<file path="config.mk">
export PLATFORM = sky130hd
export DESIGN_NAME = jam_perm_sched
export DESIGN_NICKNAME = d
export VERILOG_FILES = /design/src/rtl/jam_pkg.sv /design/src/rtl/jam_next_perm.sv /design/src/rtl/jam_perm_sched.sv
export SDC_FILE = /design/constraint.sdc
export NUM_CORES = 1
export LEC_CHECK = 0
export CAP_MARGIN = 10
export CELL_PAD_IN_SITES_DETAIL_PLACEMENT = 1
export CELL_PAD_IN_SITES_GLOBAL_PLACEMENT = 2
export CORE_ASPECT_RATIO = 1.25
export CORE_MARGIN = 2
export CORE_UTILIZATION = 31
export CTS_CLUSTER_DIAMETER = 150
export DETAILED_ROUTE_END_ITERATION = 6
export HOLD_SLACK_MARGIN = 0.05
export PLACE_DENSITY_LB_ADDON = 0.1
export SETUP_SLACK_MARGIN = 0.02
export SYNTH_ARGS = -nofsm -noshare
export SYNTH_HDL_FRONTEND = slang
export SYNTH_SLANG_ARGS = --single-unit
</file>
<file path="constraint.sdc">
create_clock -name CLK -period 6.8 [get_ports CLK]
set_input_delay 0.68 -clock CLK [delete_from_list [all_inputs] [get_ports CLK]]
set_output_delay 0.68 -clock CLK [all_outputs]
set_load 0.02 [all_outputs]
</file>
<file path="src/rtl/jam_pkg.sv">
// Shared constants and types for the JAM permutation scheduler.
package jam_pkg;

    localparam int unsigned N  = 8;
    localparam int unsigned IW = 3;
    localparam int unsigned SW = 10;

    typedef logic [N-1:0][IW-1:0] perm_t;

    typedef enum logic [1:0] {
        IDLE  = 2'd0,
        ISSUE = 2'd1,
        DRAIN = 2'd2,
        DONE  = 2'd3
    } state_t;

endpackage

</file>
<file path="src/rtl/jam_next_perm.sv">
// Combinational lexicographic successor of a permutation; index 0 is the most significant digit.
module jam_next_perm #(
    parameter int unsigned N  = jam_pkg::N,
    parameter int unsigned IW = jam_pkg::IW
) (
    input  logic [N*IW-1:0] perm,
    output logic [N*IW-1:0] next_perm,
    output logic            is_last
);

    int unsigned        piv;
    int unsigned        swp;
    logic [N*IW-1:0]    swapped;

    always_comb begin
        is_last = 1'b1;
        piv     = 0;
        for (int unsigned k = 0; k + 1 < N; k++) begin
            if (perm[k*IW +: IW] < perm[(k+1)*IW +: IW]) begin
                is_last = 1'b0;
                piv     = k;
            end
        end

        swp = piv;
        for (int unsigned k = 0; k < N; k++) begin
            if ((k > piv) && (perm[k*IW +: IW] > perm[piv*IW +: IW])) begin
                swp = k;
            end
        end

        swapped                 = perm;
        swapped[piv*IW +: IW]   = perm[swp*IW +: IW];
        swapped[swp*IW +: IW]   = perm[piv*IW +: IW];

        // Suffix after the pivot is descending; reversing it yields the smallest tail.
        next_perm = swapped;
        for (int unsigned k = 0; k < N; k++) begin
            if (k > piv) begin
                next_perm[k*IW +: IW] = swapped[(N + piv - k)*IW +: IW];
            end
        end
    end

endmodule

</file>
<file path="src/rtl/jam_perm_sched.sv">
// Sweeps all N! worker-to-job permutations to an external cost evaluator
// and folds the returned costs into a running minimum and tie count.
module jam_perm_sched #(
    parameter int unsigned N       = jam_pkg::N,
    parameter int unsigned IW      = jam_pkg::IW,
    parameter int unsigned SW      = jam_pkg::SW,
    parameter int unsigned CNT_W   = 16,
    parameter int unsigned MAX_OUT = 4
) (
    input  logic              CLK,
    input  logic              RST,
    input  logic              start,
    output logic              perm_valid,
    input  logic              perm_ready,
    output logic [N*IW-1:0]   perm,
    input  logic              res_valid,
    input  logic [SW-1:0]     res_cost,
    output logic              busy,
    output logic              Valid,
    output logic [SW-1:0]     MinCost,
    output logic [CNT_W-1:0]  MatchCount,
    output logic [CNT_W-1:0]  issued,
    output logic              err
);

    import jam_pkg::state_t;
    import jam_pkg::IDLE;
    import jam_pkg::ISSUE;
    import jam_pkg::DRAIN;
    import jam_pkg::DONE;

    localparam int unsigned PW = N * IW;
    localparam int unsigned OW = $clog2(MAX_OUT + 1);

    function automatic logic [PW-1:0] identity();
        logic [PW-1:0] p;
        p = '0;
        for (int unsigned k = 0; k < N; k++) p[k*IW +: IW] = IW'(k);
        return p;
    endfunction

    localparam logic [PW-1:0] IDENT = identity();

    state_t          state;
    state_t          state_nxt;
    logic [OW-1:0]   outst;
    logic [PW-1:0]   nxt;
    logic            is_last;
    logic            hs;
    logic            acc;
    logic            bad;
    logic            init;

    jam_next_perm #(.N(N), .IW(IW)) u_next (
        .perm      (perm),
        .next_perm (nxt),
        .is_last   (is_last)
    );

    assign hs   = perm_valid & perm_ready;
    assign acc  = res_valid & (outst != '0) & (state != IDLE);
    assign bad  = res_valid & (outst == '0) & (state != IDLE);
    assign init = start & ((state == IDLE) | (state == DONE));

    // State register
    always_ff @(posedge CLK) begin
        if (!RST) state <= IDLE;
        else      state <= state_nxt;
    end

    // Next-state logic
    always_comb begin
        state_nxt = state;
        case (state)
            IDLE:    if (start) state_nxt = ISSUE;
            ISSUE:   if (hs && is_last) state_nxt = DRAIN;
            DRAIN:   if (outst == '0) state_nxt = DONE;
            DONE:    if (start) state_nxt = ISSUE;
            default: state_nxt = IDLE;
        endcase
    end

    // State-decoded outputs; the window check uses last cycle's count so a return frees a slot next cycle
    always_comb begin
        perm_valid = 1'b0;
        busy       = 1'b0;
        Valid      = 1'b0;
        case (state)
            ISSUE: begin
                perm_valid = (outst < OW'(MAX_OUT));
                busy       = 1'b1;
            end
            DRAIN:   busy  = 1'b1;
            DONE:    Valid = 1'b1;
            default: ;
        endcase
    end

    // Permutation, window counter and result fold
    always_ff @(posedge CLK) begin
        if (!RST) begin
            perm       <= IDENT;
            outst      <= '0;
            issued     <= '0;
            MinCost    <= '1;
            MatchCount <= '0;
            err        <= 1'b0;
        end else begin
            outst <= outst + OW'(hs) - OW'(acc);
            if (init) begin
                perm       <= IDENT;
                issued     <= '0;
                MinCost    <= '1;
                MatchCount <= '0;
                err        <= 1'b0;
            end else begin
                if (hs) begin
                    issued <= issued + CNT_W'(1);
                    if (!is_last) perm <= nxt;
                end
                if (acc) begin
                    if (res_cost < MinCost) begin
                        MinCost    <= res_cost;
                        MatchCount <= CNT_W'(1);
                    end else if ((res_cost == MinCost) && (MatchCount != '1)) begin
                        MatchCount <= MatchCount + CNT_W'(1);
                    end
                end
                if (bad) err <= 1'b1;
            end
        end
    end

endmodule
</file>
Yosys cells after proc, flatten, opt, wreduce, memory -nomap -nowiden --
Cells that the tools add are included. Widths: inputs -> output; s select.
Storage, ports and cells: bits in registers 72, input port bits 15, output and inout port bits 70, logic and storage cells 149
Cells by class: bitwise logic cells 9, reduce and logical (&&, ||, !) cells 22, shift operators 14, equal/unequal tests 8, add/sub/neg operators 14, muxes and demuxes 40, order comparisons 25, multiply operators 10
Operator list (count):
- $shiftx 24x33->3 | 10
- $mul 32x2->32 const B | 8
- $sub 32x3->32 const B | 4
- $neg 32->34 | 2
- $shift 3x34->24 const A | 2
- $shiftx 3x34->24 | 2
- $sub 32x2->32 const B | 2
- $mux 3 | 19
- $bwmux 24 | 2
- $add 16x1->16 const B | 2
- $mux 16 | 2
- $sub 32x1->32 const B | 1
- $gt 3x3->1 | 8
- $lt 3x3->1 | 7
- $ne 16x16->1 const B | 1
- $gt 3x3->1 const A | 4
- $mux 1 | 11
- $eq 10x10->1 | 1
- $logic_and 1x1->1 | 10
- $lt 10x10->1 | 1
- $mul 3x2->5 const B | 2
- $mux 2 | 5
- $and 1x1->1 | 6
- $gt 1x3->1 const A | 2
- 19 further kinds | 28

Logic depth before layout (Yosys ltp) --
word-level depth 26, depth in mapped cells 34, gate-level depth less buffers 29

By module --
Synthesis repeated with hierarchy kept, for this count alone.
Unflattened totals: cells, all modules 1644, area total of the unflattened synthesis 12014.0 um^2
By module, submodules not included:
- jam_next_perm | cells each 1237, instances 1, area an instance 8495.6 um^2, seq. area each 0.0 um^2
- jam_perm_sched | cells each 407, instances 1, area an instance 3518.4 um^2, seq. area each 1441.4 um^2

Least setup slack after synthesis --
Ideal clock, no wire load.
path kind flip-flop to flip-flop, start point register perm[19], end point register perm[2], stages on the path, launching flop included 31, data arrival time 6.685 ns, library setup time 0.120 ns, path slack -0.005 ns, buffers on the path 5, required time 6.680 ns, period minus slack after synthesis 6.805 ns, cell sequence dfxtp_1 inv_1 ha_1 nand2_1 o21a_1 buf_4 a211o_1 a311oi_1 a22o_1 a21o_1 clkinv_1 ha_1 nand3_1 o21ai_0 or3b_2 o211ai_1 and4_1 buf_2 nor2_4 buf_6 buf_4 ha_1 clkbuf_1 a211oi_4 mux2_2 a32oi_1 o21ai_0 a21oi_1 a2111o_1 nand4_1 o31a_1
On the way: cells in the longest elaborated chain, start to end 22, elaborated cells between the ends (all ways) 56, classes of those cells 3 x add/sub; 3 x mul; 18 x order compare; 7 x shift; 15 x mux; 1 x bitwise; 9 x reduce/logical
RTL lines:
- start, declared | RTL line jam_perm_sched.sv:15 | output logic [N*IW-1:0] perm,
- start signal, assigned | RTL line jam_perm_sched.sv:119 | if (!is_last) perm <= nxt;
- parallel branches: the longest is 22 deep, another holds $mul 3x2->5
Parallel ways; which one is timed is not known. A chain may end at the register's enable or synchronous reset.

Worst setup path after layout --
start point register perm[10], end point register perm[17]
On the way: cells in the longest elaborated chain, start to end 25, elaborated cells between the ends (all ways) 63, classes of those cells 4 x add/sub; 3 x mul; 18 x order compare; 7 x shift; 21 x mux; 1 x bitwise; 9 x reduce/logical
RTL lines:
- parallel branches: the longest is 25 deep, another holds $mul 3x2->5
Parallel ways; which one is timed is not known.

==> results_dict.tcl <==
set metrics [dict create \
    status "finished clean" \
    tns_ns 0 \
    fp.coreArea_um2 32500 \
    crit_fanout 7 \
    slew-limit-headroom_pct 17.90 \
    grt_overflow 0 \
    skew_ns 0.02606 \
    cpMostUsedCell "buf_4" \
    setup_viol 0 \
    hp-class "reg -> reg" \
    async_flop_share_pct 0 \
    drc 0 \
    dp_hpwl_um 53280 \
    clockBufferDepth 2 \
    clk_latency_ns 0.38 \
    track_usage_pct 37.77 \
    ys_ff_latch 72 \
    avgSynthCellArea_um2 7.172 \
    synth-main-ff-cell "dfxtp_1" \
    drive_above_1_share_pct 28.41 \
    synth_cell_types 114 \
    antenna_found_initial 3 \
    area_growth_pct 43.64 \
    grt_pass1_wl_um 94900 \
    ios 85 \
    grt_max_degree 44 \
    drtIter0Drc 1043 \
    syn_area_um2 10150 \
    slowest_stage "or4_1" \
    cts_buffers 9 \
    synth_area_leader_cell "dfxtp_1" \
    route.vias.total 13700 \
    finalMaxSlewViolations 0 \
    finalCritPeriodShare_pct 97.52 \
    gp_congestion 1.007 \
    pre_cts_slack_ns -0.6208 \
    num_rows 74 \
    ys_seq_area_share_pct 14.20 \
    critPathRequiredTime_ns 7.11 \
    endpoint_kind "flip-flop" \
    yosysMostFrequentCell "nand2_1" \
    synth_area_leaders "dfxtp_1, ha_1, nand2_1, nor2_1, a21oi_1" \
    path_buf_inv 12 \
    critical-path-top-delay-family "compound AO/OA/AOI/OAI gates" \
    tritoncts "yes" \
    syn_inst 1415 \
    synth_common_cells "nand2_1, nor2_1, a21oi_1, o21ai_0, ha_1" \
    worstMarginPinSlew_ns 1.227 \
    cts_root_buffer "clkbuf_16" \
    dr.pass1.iters 5 \
    crit_arrival_ns 6.94 \
    ys_warn_count 0 \
    wire_per_inst_um 29.54 \
    dieHeight_um 206.3 \
    start_util_pct 31.23 \
    ant_nets 0 \
    grt_pass1_vias 14100 \
    cts_sinks 72 \
    critPathKind "reg -> reg" \
    postLayoutSetupSlackWorst_ns 0.1688 \
    numPortBuffers 84 \
    fin_nets 1899 \
    fmax_mhz 150.8 \
    final_hold_viol_count 0 \
    fin_crit_ns 6.631 \
    cts.clk_slew.worst_paths_ns 0.09 \
    rsz0062_at_grt "true" \
    start_kind "flip-flop" \
    finalWirelength_um 65600 \
    synth_edf_count 0 \
    viasPerCell 6.168 \
    slowest_delay_ns 0.48 \
    h-tree-depth 3 \
    die_w_um 165.8 \
    synthDominantCellAreaShare_pct 14.20 \
    maxCapViolations 0 \
    fp.dieArea_um2 34210 \
]
[cell type report]
class | instances | area, µm²
clock inverters | 7 | 61.31
inverters | 71 | 266.5
diodes | 1 | 2.502
well taps | 418 | 523.0
multi-input cells | 1204 | 8441
flip-flops and latches | 72 | 1454
fillers | 4065 | 17920
clock buffers | 9 | 225.2
repair buffers | 439 | 3605
[metrics by stage]
stage          utilization [%]  instance area, µm²  instances  hold WS (ns)
3_3_place_gp             42.85               13930       2199        0.4815
2_1_floorplan                -               10150       1416        0.5380
3_5_place_dp             42.85               13930       2199        0.4951
6_report                 44.86               14580       2221        0.5081
4_1_cts                  44.00               14300       2216        0.5132
5_1_grt                  44.85               14580       2220        0.5342
[cells by family (layout without fill, tap and decap cells)]
family          Yosys count  after routing  share of synthesized area [%]
compound gates          478            478                          34.50
xor+xnor                 39             39                          3.366
fa+ha+maj                87             87                          10.95
buf+inv                 140            526                          5.745
flops                    72             72                          14.20
mux                      44             44                          4.784
other cells               1              3                        0.03695
simple gates            554            554                          26.42
[worst min-delay path: stages, from the launching register on]
cell and delay (ns):
dfxtp_1 0.35, mux2i_1 0.08, nand2_1 0.06
[layout by cell type (no fill, tap or decap), drive strengths merged, types with 29 or more instances in the layout]
master,count
nor2,135
a31oi,43
inv,71
a21oi,94
clkdlybuf4s50,84
buf,355
nand4,29
nand2,174
mux2i,32
o21ai,99
nor3,44
nand3,48
ha,84
dfxtp,72
[metal layers]
layer | vias up | GRT usage [%] | part of all wire, % | wire length [µm]
met5 | - | 0 | 0.020 | 13
met4 | 2 | 25.34 | 8.1 | 5332
met3 | 236 | 6.492 | 7.0 | 4575
met2 | 626 | 65.29 | 47 | 31070
met1 | 6756 | 42.85 | 38 | 24610
li1 | 6080 | - | - | -
[repair_timing]
item | in CTS | in global routing
hold buffers | 0 | 0
cloned | 0 | 0
setup buffers | 1 | 4
resized for setup | 23 | 56
setup endpoints to repair | 17 | 24
pin swaps | 4 | 8
[flip-flops by register name (all words and copies together), names as in the netlist]
| name | flops |
|---|---|
| MatchCount | 16 |
| perm | 24 |
| outst | 3 |
| state | 2 |
| MinCost | 10 |
| err | 1 |
| issued | 16 |
[worst paths after layout]
check / from / end / slack (ns) / depth (start not counted)
max: perm[10] / perm[17] / 0.17 / 34
min reg2reg: MinCost[6] / MinCost[6] / 0.51 / 2
max reg2reg: perm[10] / perm[17] / 0.17 / 34
min: MinCost[6] / MinCost[6] / 0.51 / 2
Power of run 1 is not shown: default switching activity piles up to over one toggle a cycle in this logic, so the estimate is an artifact.
